===== src/rtl/ahb_defslv_pkg.sv =====
// ahb_defslv_pkg: shared encodings for the AHB default slave.
// Holds the HTRANS/HRESP codes, the FSM state set and the wait-counter width.
package ahb_defslv_pkg;
    localparam int WAIT_CNT_W = 4;
    typedef enum logic [1:0] {
        TRANS_IDLE   = 2'b00,
        TRANS_BUSY   = 2'b01,
        TRANS_NONSEQ = 2'b10,
        TRANS_SEQ    = 2'b11
    } htrans_e;
    typedef enum logic [1:0] {
        RESP_OKAY  = 2'b00,
        RESP_ERROR = 2'b01
    } hresp_e;
    typedef enum logic [1:0] {
        ST_IDLE = 2'b00,
        ST_WAIT = 2'b01,
        ST_ERR1 = 2'b10,
        ST_ERR2 = 2'b11
    } state_e;
endpackage


===== src/rtl/ahb_defslv_fault_capture.sv =====
// ahb_defslv_fault_capture: first-fault capture, saturating fault counter and irq.
// AHB_DEFSLV_OVERFLOW_EN adds a sticky overflow flag that also drives irq.
module ahb_defslv_fault_capture #(
    parameter int ADDR_WIDTH   = 32,
    parameter int MASTER_WIDTH = 4,
    parameter int CNT_WIDTH    = 8
) (
    input  logic                    clk_i,
    input  logic                    rst_i,
    input  logic                    invalid_i,
    input  logic                    clr_i,
    input  logic [ADDR_WIDTH-1:0]   addr_i,
    input  logic                    write_i,
    input  logic [MASTER_WIDTH-1:0] master_i,
    output logic                    valid_o,
    output logic [ADDR_WIDTH-1:0]   addr_o,
    output logic                    write_o,
    output logic [MASTER_WIDTH-1:0] master_o,
    output logic [CNT_WIDTH-1:0]    count_o,
    output logic                    overflow_o,
    output logic                    irq_o
);
    logic                    valid_q;
    logic [ADDR_WIDTH-1:0]   addr_q;
    logic                    write_q;
    logic [MASTER_WIDTH-1:0] master_q;
    logic [CNT_WIDTH-1:0]    count_q;

    always_ff @(posedge clk_i or posedge rst_i) begin
        if (rst_i) begin
            valid_q  <= 1'b0;
            addr_q   <= '0;
            write_q  <= 1'b0;
            master_q <= '0;
            count_q  <= '0;
        end else begin
            // a clear in the same cycle frees the capture slot for the new fault
            if (invalid_i && (!valid_q || clr_i)) begin
                addr_q   <= addr_i;
                write_q  <= write_i;
                master_q <= master_i;
            end
            valid_q <= invalid_i | (valid_q & ~clr_i);
            if (clr_i)
                count_q <= invalid_i ? CNT_WIDTH'(1) : '0;
            else if (invalid_i && count_q != '1)
                count_q <= count_q + 1'b1;
        end
    end

`ifdef AHB_DEFSLV_OVERFLOW_EN
    logic overflow_q;
    always_ff @(posedge clk_i or posedge rst_i) begin
        if (rst_i)
            overflow_q <= 1'b0;
        else
            overflow_q <= clr_i ? 1'b0 : overflow_q | (invalid_i & valid_q);
    end
    assign overflow_o = overflow_q;
    assign irq_o      = valid_q | overflow_q;
`else
    assign overflow_o = 1'b0;
    assign irq_o      = valid_q;
`endif

    assign valid_o  = valid_q;
    assign addr_o   = addr_q;
    assign write_o  = write_q;
    assign master_o = master_q;
    assign count_o  = count_q;
endmodule


===== src/rtl/ahb_default_slave_ext.sv =====
// ahb_default_slave_ext: AHB default slave issuing a two-cycle ERROR after WAIT_STATES waits.
// Optional macro AHB_DEFSLV_OVERFLOW_EN enables the sticky fault_overflow flag.
module ahb_default_slave_ext
    import ahb_defslv_pkg::*;
#(
    parameter int ADDR_WIDTH   = 32,
    parameter int MASTER_WIDTH = 4,
    parameter int WAIT_STATES  = 0,
    parameter int CNT_WIDTH    = 8
) (
    input  logic                    HCLK,
    input  logic                    HRESET,
    input  logic                    HSEL,
    input  logic [1:0]              HTRANS,
    input  logic                    HREADY,
    input  logic [ADDR_WIDTH-1:0]   HADDR,
    input  logic                    HWRITE,
    input  logic [MASTER_WIDTH-1:0] HMASTER,
    output logic                    HREADYOUT,
    output logic [1:0]              HRESP,
    input  logic                    fault_clr,
    output logic                    fault_valid,
    output logic [ADDR_WIDTH-1:0]   fault_addr,
    output logic                    fault_write,
    output logic [MASTER_WIDTH-1:0] fault_master,
    output logic [CNT_WIDTH-1:0]    fault_count,
    output logic                    fault_overflow,
    output logic                    irq
);
    localparam logic [WAIT_CNT_W-1:0] WAIT_LOAD =
        WAIT_CNT_W'((WAIT_STATES > 0) ? WAIT_STATES - 1 : 0);

    state_e                 state_q;
    logic [WAIT_CNT_W-1:0]  wcnt_q;
    logic                   ready_q;
    logic [1:0]             resp_q;
    logic                   invalid;
    logic                   accept;

    assign invalid = HSEL & HREADY & (HTRANS == TRANS_NONSEQ || HTRANS == TRANS_SEQ);
    // only IDLE and ERR2 present HREADYOUT=1, so only they can take an address phase
    assign accept  = invalid & (state_q == ST_IDLE || state_q == ST_ERR2);

    always_ff @(posedge HCLK or posedge HRESET) begin
        if (HRESET) begin
            state_q <= ST_IDLE;
            wcnt_q  <= '0;
            ready_q <= 1'b1;
            resp_q  <= RESP_OKAY;
        end else begin
            case (state_q)
                ST_IDLE, ST_ERR2: begin
                    if (accept && WAIT_STATES > 0) begin
                        state_q <= ST_WAIT;
                        wcnt_q  <= WAIT_LOAD;
                        ready_q <= 1'b0;
                        resp_q  <= RESP_OKAY;
                    end else if (accept) begin
                        state_q <= ST_ERR1;
                        ready_q <= 1'b0;
                        resp_q  <= RESP_ERROR;
                    end else begin
                        state_q <= ST_IDLE;
                        ready_q <= 1'b1;
                        resp_q  <= RESP_OKAY;
                    end
                end
                ST_WAIT: begin
                    if (wcnt_q == '0) begin
                        state_q <= ST_ERR1;
                        resp_q  <= RESP_ERROR;
                    end else begin
                        wcnt_q <= wcnt_q - 1'b1;
                    end
                end
                default: begin
                    state_q <= ST_ERR2;
                    ready_q <= 1'b1;
                    resp_q  <= RESP_ERROR;
                end
            endcase
        end
    end

    assign HREADYOUT = ready_q;
    assign HRESP     = resp_q;

    ahb_defslv_fault_capture #(
        .ADDR_WIDTH  (ADDR_WIDTH),
        .MASTER_WIDTH(MASTER_WIDTH),
        .CNT_WIDTH   (CNT_WIDTH)
    ) u_capture (
        .clk_i     (HCLK),
        .rst_i     (HRESET),
        .invalid_i (accept),
        .clr_i     (fault_clr),
        .addr_i    (HADDR),
        .write_i   (HWRITE),
        .master_i  (HMASTER),
        .valid_o   (fault_valid),
        .addr_o    (fault_addr),
        .write_o   (fault_write),
        .master_o  (fault_master),
        .count_o   (fault_count),
        .overflow_o(fault_overflow),
        .irq_o     (irq)
    );
endmodule

===== config.mk =====
export PLATFORM = sky130hd
export DESIGN_NAME = ahb_default_slave_ext
export DESIGN_NICKNAME = d
export VERILOG_FILES = /design/src/rtl/ahb_defslv_pkg.sv /design/src/rtl/ahb_defslv_fault_capture.sv /design/src/rtl/ahb_default_slave_ext.sv
export SDC_FILE = /design/constraint.sdc
export NUM_CORES = 1
export LEC_CHECK = 0
export ABC_AREA = 1
export CAP_MARGIN = 25
export CORE_ASPECT_RATIO = 0.9
export CORE_UTILIZATION = 35
export DETAILED_ROUTE_END_ITERATION = 12
export HOLD_SLACK_MARGIN = 0.1
export PLACE_DENSITY = 0.71
export SYNTH_ARGS = -nofsm -noshare
export SYNTH_HDL_FRONTEND = slang
export SYNTH_SLANG_ARGS = --single-unit

===== constraint.sdc =====
create_clock -name HCLK -period 2.7 [get_ports HCLK]
set_input_delay 0.27 -clock HCLK [delete_from_list [all_inputs] [get_ports HCLK]]
set_output_delay 0.27 -clock HCLK [all_outputs]
set_load 0.01 [all_outputs]

# == Word-level counts from Yosys, hierarchy flattened ==
# Cells that the tools add are included.
# W data, S select, Z words.
# word_totals
regBits,55
input_bits,44
output_inout_bits,51
wordCells,46
# op_classes
n_addsub,2
n_eq_ne,6
n_mux,11
bitwise_logic,7
reduce_logical,11
# ops
op,count
$mux W8,2
$add A8 B1 Y8 const B,1
$ne A8 B8 Y1 const B,1
$pmux W2 S2,2
$eq A2 B2 Y1 const B,3
$mux W2,3
$and A1 B1 Y1,4
$logic_not A4 Y1,1
$sub A4 B1 Y4 const B,1
$logic_or A1 B1 Y1,3
$mux W1,3
$eq A2 B1 Y1 const B,1
$logic_and A1 B1 Y1,2
$logic_not A2 Y1,1
$ne A2 B2 Y1 const B,1
$not A1 Y1,2
$pmux W1 S2,1
$reduce_and A2 Y1,1
$reduce_bool A2 Y1,1
$reduce_or A2 Y1,1
$logic_not A1 Y1,1
$or A1 B1 Y1,1

# == Logic depth before layout (Yosys ltp) ==
# depth
ltp_word,7
mapped_depth,9
depth_no_buf,8

# == By module ==
# From an unflattened synthesis, not the netlist that was laid out.
# unflattened
hier_cells,298
area_unflattened_um2,2501.1
# by_module_without_submodules
module,instances,cells_each,area_each_um2,seq_area_each_um2
ahb_defslv_fault_capture,1,241,2050.7,1151.1
ahb_default_slave_ext,1,57,450.4,201.4

# == Worst setup path after synthesis ==
# Ideal clock, no wire load.
# synth_timing
path_type,register to register
start,register state_q[1]
end,"register u_capture.addr_q[0], in the netlist u_capture.addr_o[0]"
setup_ps,117
t_arrival_ps,1280
t_required_ps,2583
setup_slack_ps,1303
path_stages_with_launch,8
path_buffers,1
synth_period_minus_slack_ps,1397
cell_sequence,dfrtp_1 -> ha_1 -> inv_1 -> nor2_4 -> nand2_2 -> buf_2 -> nand2_1 -> nand2_1
# synth_via
elab_chain_cells,4
elab_cells_between_ends,5
cone_classes,1 x eq/ne; 1 x bitwise; 3 x reduce/logical
# synth_lines
item,line_no,text
"start, declared",ahb_default_slave_ext.sv:33,state_e state_q;
"start signal, assigned",ahb_default_slave_ext.sv:46,state_q <= ST_IDLE;
"start signal, assigned",ahb_default_slave_ext.sv:54,state_q <= ST_WAIT;
"start signal, assigned",ahb_default_slave_ext.sv:59,state_q <= ST_ERR1;
$eq A2 B2 Y1 or $logic_not A2 Y1 (tied branches),ahb_default_slave_ext.sv:42,assign accept = invalid & (state_q == ST_IDLE || state_q == ST_ERR2);
$logic_or A1 B1 Y1 (*),ahb_default_slave_ext.sv:42,
$and A1 B1 Y1 (*),ahb_default_slave_ext.sv:42,
$logic_and A1 B1 Y1 (*),ahb_defslv_fault_capture.sv:38,if (invalid_i && (!valid_q || clr_i)) begin
"end signal, assigned",ahb_defslv_fault_capture.sv:39,addr_q <= addr_i;
"end, declared",ahb_defslv_fault_capture.sv:24,logic [ADDR_WIDTH-1:0] addr_q;
# Every way passes the cells marked *; elsewhere a longest branch is shown, timed or not.
# A chain may end at the register's enable or synchronous reset.

# == Worst setup path in the final report ==
# layout_timing
start,register state_q[0]
end,"register u_capture.count_q[4], in the netlist u_capture.count_o[4]"
# layout_via
elab_chain_cells,5
elab_cells_between_ends,6
cone_classes,1 x eq/ne; 1 x bitwise; 4 x reduce/logical
# layout_lines
item,line_no,text
$eq A2 B2 Y1 or $logic_not A2 Y1 (tied branches),ahb_default_slave_ext.sv:42,
$logic_or A1 B1 Y1 (*),ahb_default_slave_ext.sv:42,
$and A1 B1 Y1 (*),ahb_default_slave_ext.sv:42,
$logic_and A1 B1 Y1 (*),ahb_defslv_fault_capture.sv:46,else if (invalid_i && count_q != '1)
$reduce_bool A2 Y1 (no line) (*),n/a,
"end signal, assigned",ahb_defslv_fault_capture.sv:45,count_q <= invalid_i ? CNT_WIDTH'(1) : '0;
"end signal, assigned",ahb_defslv_fault_capture.sv:47,count_q <= count_q + 1'b1;
"end, declared",ahb_defslv_fault_capture.sv:27,logic [CNT_WIDTH-1:0] count_q;
# Marks and branches as above.

==> impl_metrics.tcl <==
set metrics [dict create \
    outcome "completed" \
    path_clk_slew_ns 0.10 \
    cts_sinks 54 \
    crit_slowest_cell "buf_4" \
    grt_pass1_vias 2019 \
    avgSynthCellArea_um2 8.46 \
    async_flop_share 1.00 \
    worst_r2r_path_depth 7 \
    nets 423 \
    setup-tns-final_ns 0 \
    setup_violations 0 \
    synth-seq-area-share 0.557 \
    fp.dieW_um 89.8 \
    worst_slack_ns 0.916 \
    grt_overflow 0 \
    drt_iter0_drc 169 \
    path_cells "inv_1 -> ha_1 -> inv_1 -> nor2_4 -> buf_4 -> nand3_1 -> o21ai_0" \
    clk_root_buffer_cell "clkbuf_8" \
    ir_worst_vdd_mv 0.336 \
    ios 95 \
    fillers 657 \
    skew_ns 0.00581 \
    cts_setup_buffers 0 \
    power.density_nw_per_um2 871 \
    drtPass1Iterations 4 \
    slew_violations 0 \
    dpl_cell_area_um2 3390 \
    critPathMaxStageDelay_ns 0.39 \
    final_antenna_net_count 0 \
    cp_num_cells 7 \
    ys_seq_elements 54 \
    cts_tree "done" \
    antenna_found_initial 0 \
    start_util 0.365 \
    finalCritPeriodShare 0.661 \
    gp_congestion 0.807 \
    netlist_area_um2 2430 \
    design_area_um2 3500 \
    p_leak_nw 1.65 \
    final_hold_viol_count 0 \
    io_buffers 91 \
    drive_gt1_frac 0.0452 \
    htreeDepth 2 \
    viasPerCell 4.67 \
    diodes 0 \
    relSlewSlack 0.534 \
    numCtsBuffers 5 \
    dominantRegCellSynth "dfrtp_1" \
    critPathLaunchType "flop" \
    synth.area.top_cells "dfrtp_1, nand2_1, nand3_1" \
    cp_data_required_time_ns 2.93 \
    critPathKind "reg -> reg" \
    wire_per_inst_um 12.4 \
    grt_setup_unrepaired "no" \
    rows 28 \
    crit_buf_inv 3 \
    wirelength_um 5770 \
    synthCells 287 \
    worst_ep_arrival_time_ns 2.01 \
    synth_edf_count 0 \
    clk_latency_ns 0.31 \
    final_cells 466 \
    core_um2 6660 \
    yosys.area.top_type "dfrtp_1" \
    path_common_cell "inv_1" \
    clk_path_buf_depth 2 \
    synth.yosys.warnings 0 \
    worstPathMaxFanout 39 \
    max_freq_mhz 560 \
    die_area_um2 7280 \
    hp-class "in -> async" \
    critical-path-top-delay-family "buffers and inverters" \
    dp_slack_ns 0.679 \
    drcViolationCount 0 \
    cap_violations 0 \
    grt_first_pass_wirelength_um 9560 \
    dp_cells 458 \
    area_delta_synth_final_pct 44.0 \
    hold_buffers 0 \
    num_vias 2175 \
    worst_slew_pin_slew_ns 0.696 \
    grt_usage 0.166 \
    cts_resized 0 \
    dp.final_hpwl_um 4030 \
    synth.top_cell.area_share 0.546 \
    ys_types 24 \
    cp-end-kind "flop" \
    fin_crit_ns 1.78 \
    grt_max_degree 40 \
    floorplan.die.height_um 81.0 \
]
==> Yosys cell counts (2+ instances only) <==
master and count:
nand2_1 111, dfrtp_1 53, nand3_1 51, inv_1 16, nor2_1 14, buf_4 7, buf_2 6, o21ai_0 6
ha_1 4, xor2_1 3, nand2_2 2, nand4_1 2
==> report_power, final <==
part | leakage [nW] | switching [mW] | total, mW | internal, mW
registers | 0.687 | 0.161 | 1.26 | 1.10
logic | 0.914 | 0.566 | 1.25 | 0.679
clock network | 0.0514 | 0.260 | 0.537 | 0.277
==> cells by family (layout without fill, tap and decap cells) <==
logic type                 Yosys count  after routing  share of synthesized area
xor gates and xnor gates             3              3                     0.0108
other                                1              2                    0.00154
adders and majority gates            4              4                     0.0206
and+or+nand+nor                    184            184                      0.323
AOI/OAI and AO/OA                   10             10                     0.0227
DFF                                 54             54                      0.557
buffers and inverters               31            119                     0.0649
==> metrics by stage <==
stage,hold slack [ns],power [mW],utilization
3_5_place_dp,0.457,2.54,0.509
3_3_place_gp,0.451,2.51,0.509
4_1_cts,0.176,3.09,0.526
6_report,0.175,3.05,0.526
2_1_floorplan,0.415,1.82,-
5_1_grt,0.184,3.27,0.526
==> worst paths after layout <==
path | slack [ns] | to | start
max | 0.92 | u_capture.count_o[4]$_DFFE_PP0P_ | state_q[0]$_DFFE_PP0N_
max reg2reg | 0.92 | u_capture.count_o[4]$_DFFE_PP0P_ | state_q[0]$_DFFE_PP0N_
max in group asynchronous | 1.88 | HREADYOUT$_DFFE_PP1N_ | HRESET
min in group HCLK | 0.48 | u_capture.addr_o[1]$_DFFE_PP0P_ | u_capture.addr_o[1]$_DFFE_PP0P_
min | 0.17 | u_capture.addr_o[2]$_DFFE_PP0P_ | HRESET
min reg2reg | 0.48 | u_capture.addr_o[1]$_DFFE_PP0P_ | u_capture.addr_o[1]$_DFFE_PP0P_
==> state kept, by name, summed over array words and instances, names as in the netlist, 2 cells and up <==
| signal | count |
|---|---|
| state_q | 2 |
| u_capture.addr_o | 32 |
| u_capture.count_o | 8 |
| u_capture.master_o | 4 |
| wcnt_q | 4 |
==> cells in the final DEF (no fill, tap or decap), drive strengths merged, types with 2 or more instances in the layout <==
cell and count:
inv 16, nor2 15, dfrtp 53, nand2 113, clkdlybuf4s50 91, nand3 52, ha 4, clkbuf 6
buf 4, conb 2, o21ai 7, xor2 3, nand4 2
==> cell type report <==
class / instances / area (um2) / share of cell area
Timing Repair Buffer: 95 / 941 / 0.269
Sequential cell: 54 / 1350 / 0.387
Clock buffer: 6 / 72.6 / 0.0207
Inverter: 16 / 60.1 / 0.0172
Clock inverter: 2 / 37.5 / 0.0107
Multi-Input combinational cell: 203 / 922 / 0.264
Tap cell: 90 / 113 / 0.0322
==> metal layers <==
| metal | routed length (um) | up-vias | GRT usage |
|---|---|---|---|
| li1 | - | 1079 | - |
| met1 | 2730 | 1019 | 0.224 |
| met2 | 2640 | 70 | 0.268 |
| met3 | 356 | 7 | 0.0393 |
| met4 | 46 | 0 | 0.0492 |
| met5 | 0 | - | 0 |
Power figures use the tool's default switching activity.
